File: config.mk
export PLATFORM = sky130hd
export DESIGN_NAME = mem_access_unit
export DESIGN_NICKNAME = d
export VERILOG_FILES = /design/src/rtl/mem_access_unit.sv
export SDC_FILE = /design/constraint.sdc
export NUM_CORES = 1
export LEC_CHECK = 0
export CORE_ASPECT_RATIO = 1.2
export CORE_UTILIZATION = 45
export CTS_BUF_LIST = sky130_fd_sc_hd__clkbuf_8
export DETAILED_ROUTE_END_ITERATION = 10
export PLACE_DENSITY = 0.86
export SYNTH_ARGS = -nofsm -noshare
export SYNTH_HDL_FRONTEND = slang
export SYNTH_SLANG_ARGS = --single-unit
File: constraint.sdc
create_clock -name clk -period 3.7 [get_ports clk]
set_clock_uncertainty 0.05 [all_clocks]
set_input_delay 0.74 -clock clk [delete_from_list [all_inputs] [get_ports clk]]
set_output_delay 0.74 -clock clk [all_outputs]
set_load 0.03 [all_outputs]
File: src/rtl/mem_access_unit.sv
// mem_access_unit: byte-addressed load/store front-end onto a word-addressed data memory.
// Define MEM_ACCESS_MISALIGN_TRAP_EN to trap misaligned half/word accesses instead of aligning them down.
module mem_access_unit #(
  parameter int ADDR_W = 8
) (
  input  logic        clk,
  input  logic        rst_n,
  input  logic        req_valid,
  output logic        req_ready,
  input  logic        req_we,
  input  logic [1:0]  req_size,
  input  logic        req_unsigned,
  input  logic [31:0] req_addr,
  input  logic [31:0] req_wdata,
  output logic [31:0] load_data,
  output logic        load_valid,
  output logic        misalign,
  output logic [31:0] dmem_address,
  output logic [31:0] dmem_data_in,
  output logic        dmem_mem_write,
  output logic        dmem_mem_read,
  input  logic [31:0] dmem_data_out
);
  typedef enum logic [2:0] {IDLE, LOAD, ST_WORD, RMW_RD, RMW_WR, MIS} state_t;
  state_t state, next;
  logic [ADDR_W+1:0] addr_q;
  logic [31:0] wdata_q, merge_q, ext, merged, mask, lanes, bsh, hsh;
  logic [1:0] size_q;
  logic uns_q, bad, unused_bits;
  assign unused_bits = ^req_addr[31:ADDR_W+2];
`ifdef MEM_ACCESS_MISALIGN_TRAP_EN
  assign bad = req_size[1] ? (req_addr[1:0] != 2'b00) : (req_size[0] & req_addr[0]);
`else
  assign bad = 1'b0;
`endif
  always_ff @(posedge clk or negedge rst_n)
    if (!rst_n) state <= IDLE;
    else state <= next;
  always_comb begin
    next = IDLE;
    if (state == IDLE)
      next = !req_valid ? IDLE : bad ? MIS : !req_we ? LOAD : req_size[1] ? ST_WORD : RMW_RD;
    else if (state == RMW_RD)
      next = RMW_WR;
  end
  always_comb begin
    req_ready      = state == IDLE;
    misalign       = state == MIS;
    dmem_mem_read  = state == LOAD || state == RMW_RD;
    dmem_mem_write = state == ST_WORD || state == RMW_WR;
    dmem_data_in   = state == ST_WORD ? wdata_q : state == RMW_WR ? merge_q : 32'h0;
  end
  assign dmem_address = {{(30-ADDR_W){1'b0}}, addr_q[ADDR_W+1:2]};
  // Half accesses only look at addr[1], so an odd half address is aligned down implicitly.
  assign bsh = dmem_data_out >> {addr_q[1:0], 3'b000};
  assign hsh = dmem_data_out >> {addr_q[1], 4'b0000};
  assign ext = size_q[1] ? dmem_data_out
             : size_q[0] ? {{16{~uns_q & hsh[15]}}, hsh[15:0]}
             : {{24{~uns_q & bsh[7]}}, bsh[7:0]};
  assign mask   = size_q[0] ? 32'h0000FFFF << {addr_q[1], 4'b0000} : 32'h000000FF << {addr_q[1:0], 3'b000};
  assign lanes  = size_q[0] ? {2{wdata_q[15:0]}} : {4{wdata_q[7:0]}};
  assign merged = (dmem_data_out & ~mask) | (lanes & mask);
  always_ff @(posedge clk or negedge rst_n)
    if (!rst_n) begin
      addr_q     <= '0;
      wdata_q    <= '0;
      size_q     <= '0;
      uns_q      <= 1'b0;
      merge_q    <= '0;
      load_data  <= '0;
      load_valid <= 1'b0;
    end else begin
      if (state == IDLE && req_valid) begin
        addr_q  <= req_addr[ADDR_W+1:0];
        wdata_q <= req_wdata;
        size_q  <= req_size;
        uns_q   <= req_unsigned;
      end
      if (state == RMW_RD) merge_q <= merged;
      if (state == LOAD) load_data <= ext;
      load_valid <= state == LOAD;
    end
endmodule

=== After elaboration in Yosys (flattened, before gate mapping) ===
Index checks and enable logic that the tools add are counted.

* Bits in registers: 113
* Bits in latches: 0
* Bits in writable memories: 0
* ROM bits: 0
* Input port bits: 103
* Output and inout port bits: 101
* Logic and storage cells: 39
* Memories: 0

* $add $sub $neg: 0
* Multipliers: 0
* Divide/modulo/power cells: 0
* Magnitude comparators: 0
* Eq/ne operators: 5
* Shift-type cells: 4
* Mux-type cells: 11
* Bitwise logic cells: 7
* Reduce and logical (&&, ||, !) cells: 4

{| class="wikitable"
|+ Operators with widths
! cell !! number
|-
| 32-bit 2-to-1 mux || 6
|-
| 32-bit AND || 2
|-
| 32-bit inverter || 1
|-
| 32-bit bitwise OR || 1
|-
| 16-bit by 5-bit << shifter with 32-bit output, first input constant || 1
|-
| 8-bit by 5-bit << shifter with 32-bit output, first input constant || 1
|-
| 32-bit by 5-bit >> shifter with 16-bit output || 1
|-
| 32-bit by 5-bit >> shifter with 8-bit output || 1
|-
| 3-bit by 2-bit equality test with 1-bit output, second input constant || 2
|-
| 3-bit equality test, second input constant || 2
|-
| 3-bit 2-to-1 mux || 2
|-
| 2-bit 2-to-1 mux || 2
|-
| 3-bit by 1-bit equality test with 1-bit output, second input constant || 1
|-
| 3-bit logical NOT || 1
|-
| 1-bit AND || 2
|-
| 1-bit logical OR || 2
|-
| 1-bit logical AND || 1
|-
| 1-bit 2-to-1 mux || 1
|-
| 1-bit inverter || 1
|}

=== Longest topological paths before layout ===
* Depth after elaboration: 5
* Depth in mapped cells: 8
* Gate-level depth less buffers: 6

=== Worst setup path after synthesis ===
OpenSTA, ideal clock, no wires.

* Kind: register to output
* Start: register state[2]
* End: output dmem_data_in[10]
* Arrival time: 1.398 ns
* Data required time: 2.910 ns
* Slack: 1.512 ns
* Stages on the path, launching flop included: 4
* Path buffers: 1
* Cell sequence: dfrtp_1 > nor3b_1 > buf_2 > a22o_1

* Word-level cells in the longest chain between the ends: 3
* Elaborated cells between the ends (all ways): 4
* Those cells by class: 2 x eq/ne; 2 x mux

{| class="wikitable"
|+ RTL lines
! what !! line !! source
|-
| from (decl) || 25 || <nowiki>state_t state, next;</nowiki>
|-
| from (signal assigned) || 38 || <nowiki>else state <= next;</nowiki>
|-
| 3-bit equality test || 51 || <nowiki>dmem_data_in = state == ST_WORD ? wdata_q : state == RMW_WR ? merge_q : 32'h0;</nowiki>
|-
| 32-bit 2-to-1 mux || 51 ||
|-
| 32-bit 2-to-1 mux (*) || 51 ||
|-
| to (decl) || 19 || <nowiki>output logic [31:0] dmem_data_in,</nowiki>
|}

Every way passes the cells marked *; elsewhere a longest branch is shown, timed or not.

=== Worst setup path after layout ===
* Start: register state[2]
* End: output dmem_data_in[9]

Same word-level chain as after synthesis.

==> reports/metrics.csv <==
metric,value,unit
drive_gt1_share,14.4,%
cpMaxStageDelayCell,clkdlybuf4s50_1,
antenna_found_initial,0,
cts_resized,0,
worst_slew_pin_slew,0.983,ns
rsz0062_at_grt,no,
cts_tree,done,
fin_setup_tns,0,ns
critPathMaxFanout,33,
numPortBuffers,157,
synth_area_leader_cell,dfrtp_1,
stdcell_area,7650,µm²
yosys_warnings,0,
period_share,86.5,%
slew_viol_final,0,
start_util,46.5,%
die_area,13100,µm²
drc,0,
dr.pass1.iters,5,
clock_path_buffers,2,
crit_family,buffers and inverters,
ys_ff_latch,113,
seq_area_frac_synth,49.7,%
fmax,313,MHz
clkPwrFrac,26.9,%
switchingPower,1.81,mW
r2r-start,size_q[0],
ys.flop_type,dfrtp_1,
fillCellCount,1007,
endpoint,dmem_data_in[9],
ios,204,
via_per_inst,5.37,
power.density,659,nW/µm²
hold_ws,0.356,ns
die_x,105,µm
ys_types,38,
arrival,2.41,ns
clkSlewWorstSetupHoldPaths,0.07,ns
syn_area_per_cell,10.4,µm²
crit_type,reg2out,
post_cts_buffers,0,
crit_cells,4,
maxSlewHeadroom,34.4,%
worst_slack,0.500,ns
syn2layout_area_growth,34.6,%
status,"complete, no violations",
hold_violations,0,
grt_max_degree,66,
die_h,125,µm
grt.total_usage,24.2,%
ant_nets,0,
grt_pass1_vias,4649,
yosysMostFrequentCell,dfrtp_1,
final_nets,784,
power,5.04,mW
hp-class,in2async,
core_area,12200,µm²
synthTopCellsByCount,"113 x dfrtp_1, 60 x nand2_1, 47 x mux2_2",
synth_edf_count,0,
ys_async_sr_fraction,100,%
pwr-share-comb,34.1,%
register_area,2830,µm²
worstRegToRegCells,4,
antenna_cells,0,
num_rows,44,
place.gp.congestion,0.823,
drt_wl_total,15500,µm
hpwl,11200,µm
grt_overflow,0,
slowest_delay,0.68,ns
cts.sinks,113,
pre_cts_slack,0.941,ns
ys_top_cells_by_area,"dfrtp_1 50%, mux2_2 9.3%, a22o_1 4.9%",
vias,4591,
synth_top_area_share,49.7,%
h-tree-depth,4,
clock_latency,0.42,ns
path_cells,nor3b_2 -> buf_4 -> a22o_1 -> clkdlybuf4s50_1,
max-vdd-ir-drop,452,µV
drv_cap,0,
setup_violations,0,
cts_buffers,17,
crit_path_end_kind,output port,
wire_per_inst,18.1,µm
p_sw_share,35.9,%
r2r_slack,1.24,ns
seq_power_share,39.0,%
p_int,3.23,mW
period_needed,3.20,ns
multi_input_area,2500,µm²
p_leak,3.33,nW
rr_endpoint,load_data[15],
synth_cells,545,
crit_buf_inv,2,
crit_required,2.91,ns
drt-initial-drc-count,157,
cts_root_buffer,clkbuf_8,
dpl-instance-area,7180,µm²
worstSetupStartpointType,flop,
synth_area,5680,µm²
postCtsHoldBufs,0,
grt_pass1_wl,24400,µm
worstSetupStartpoint,state[2],
## worst register-to-register path, stage by stage, from the launching register on
cell and delay (ns):
dfrtp_1 0.99, nand2b_1 0.54, nor2_1 0.14, a211oi_4 0.46, a21oi_1 0.15
## worst min-delay path by stage
stage | end | slack [ns] | depth (start not counted) | from
floorplan | addr_q[0] | 0.39 | 0 | rst_n
global placement | merge_q[7] | 0.41 | 2 | merge_q[7]
global route | merge_q[17] | 0.41 | 1 | rst_n
CTS | merge_q[20] | 0.38 | 1 | rst_n
detailed placement | merge_q[17] | 0.42 | 2 | merge_q[17]
finish | merge_q[20] | 0.36 | 1 | rst_n
## metal layers
metal	vias to the layer above	GRT usage (%)	wire (µm)	share of wire (%)
li1	2137	-	-	-
met1	2229	30.3	6390	41
met2	190	40.2	7730	50
met3	35	5.27	904	5.8
met4	0	11.1	476	3.1
met5	-	0	0	0
## layout by cell type, fill, tap and decap left out, types with 5 or more instances in the layout
cell,n
o21ai_0,42
nand3b_1,9
clkdlybuf4s50_1,156
a21oi_1,39
conb_1,24
a22o_1,32
clkbuf_8,19
mux2i_1,28
bufinv_16,5
nor2_1,30
buf_4,5
dfrtp_1,113
mux2_2,47
nand2b_1,5
nand3_1,36
nand2_1,59
## power by group through the flow
stage | logic [mW] | registers, mW | clock network [mW]
final | 1.72 | 1.96 | 1.36
after global routing | 1.85 | 2.01 | 1.43
after CTS | 1.73 | 1.96 | 1.38
after detailed placement | 1.72 | 1.98 | 0
after global placement | 1.68 | 1.96 | 0
after floorplan | 0.898 | 2.12 | 0
## sequential cells by signal, summed over array words and instances, names as in the netlist
| name | count |
|---|---|
| state | 3 |
| addr_q | 10 |
| merge_q | 32 |
| load_data | 32 |
| uns_q | 1 |
| load_valid | 1 |
| wdata_q | 32 |
| size_q | 2 |
## logic make-up (layout without fill, tap and decap cells)
group / count (synthesis) / in the layout / share of synthesized area, %
DFF: 113 / 113 / 49.7
AOI/OAI and AO/OA: 126 / 126 / 14.4
muxes: 78 / 78 / 14.8
buffers and inverters: 71 / 197 / 8.06
and+or+nand+nor: 156 / 156 / 12.9
other: 1 / 24 / 0.0660
## metrics by stage
step | utilization, % | instances
final | 62.6 | 855
after detailed placement | 58.7 | 823
after global placement | 58.7 | 823
after global routing | 62.6 | 855
after CTS | 62.6 | 855
after floorplan | - | 568
## area by class of cell
class	instances	area share, %
inverter	2	0.164
multi-input combinational	384	32.7
clock inverter	13	2.73
timing repair buffer	163	21.4
tap	161	2.63
sequential	113	37.0
clock buffer	19	3.42
No activity file was read; power rests on OpenSTA's default activity.
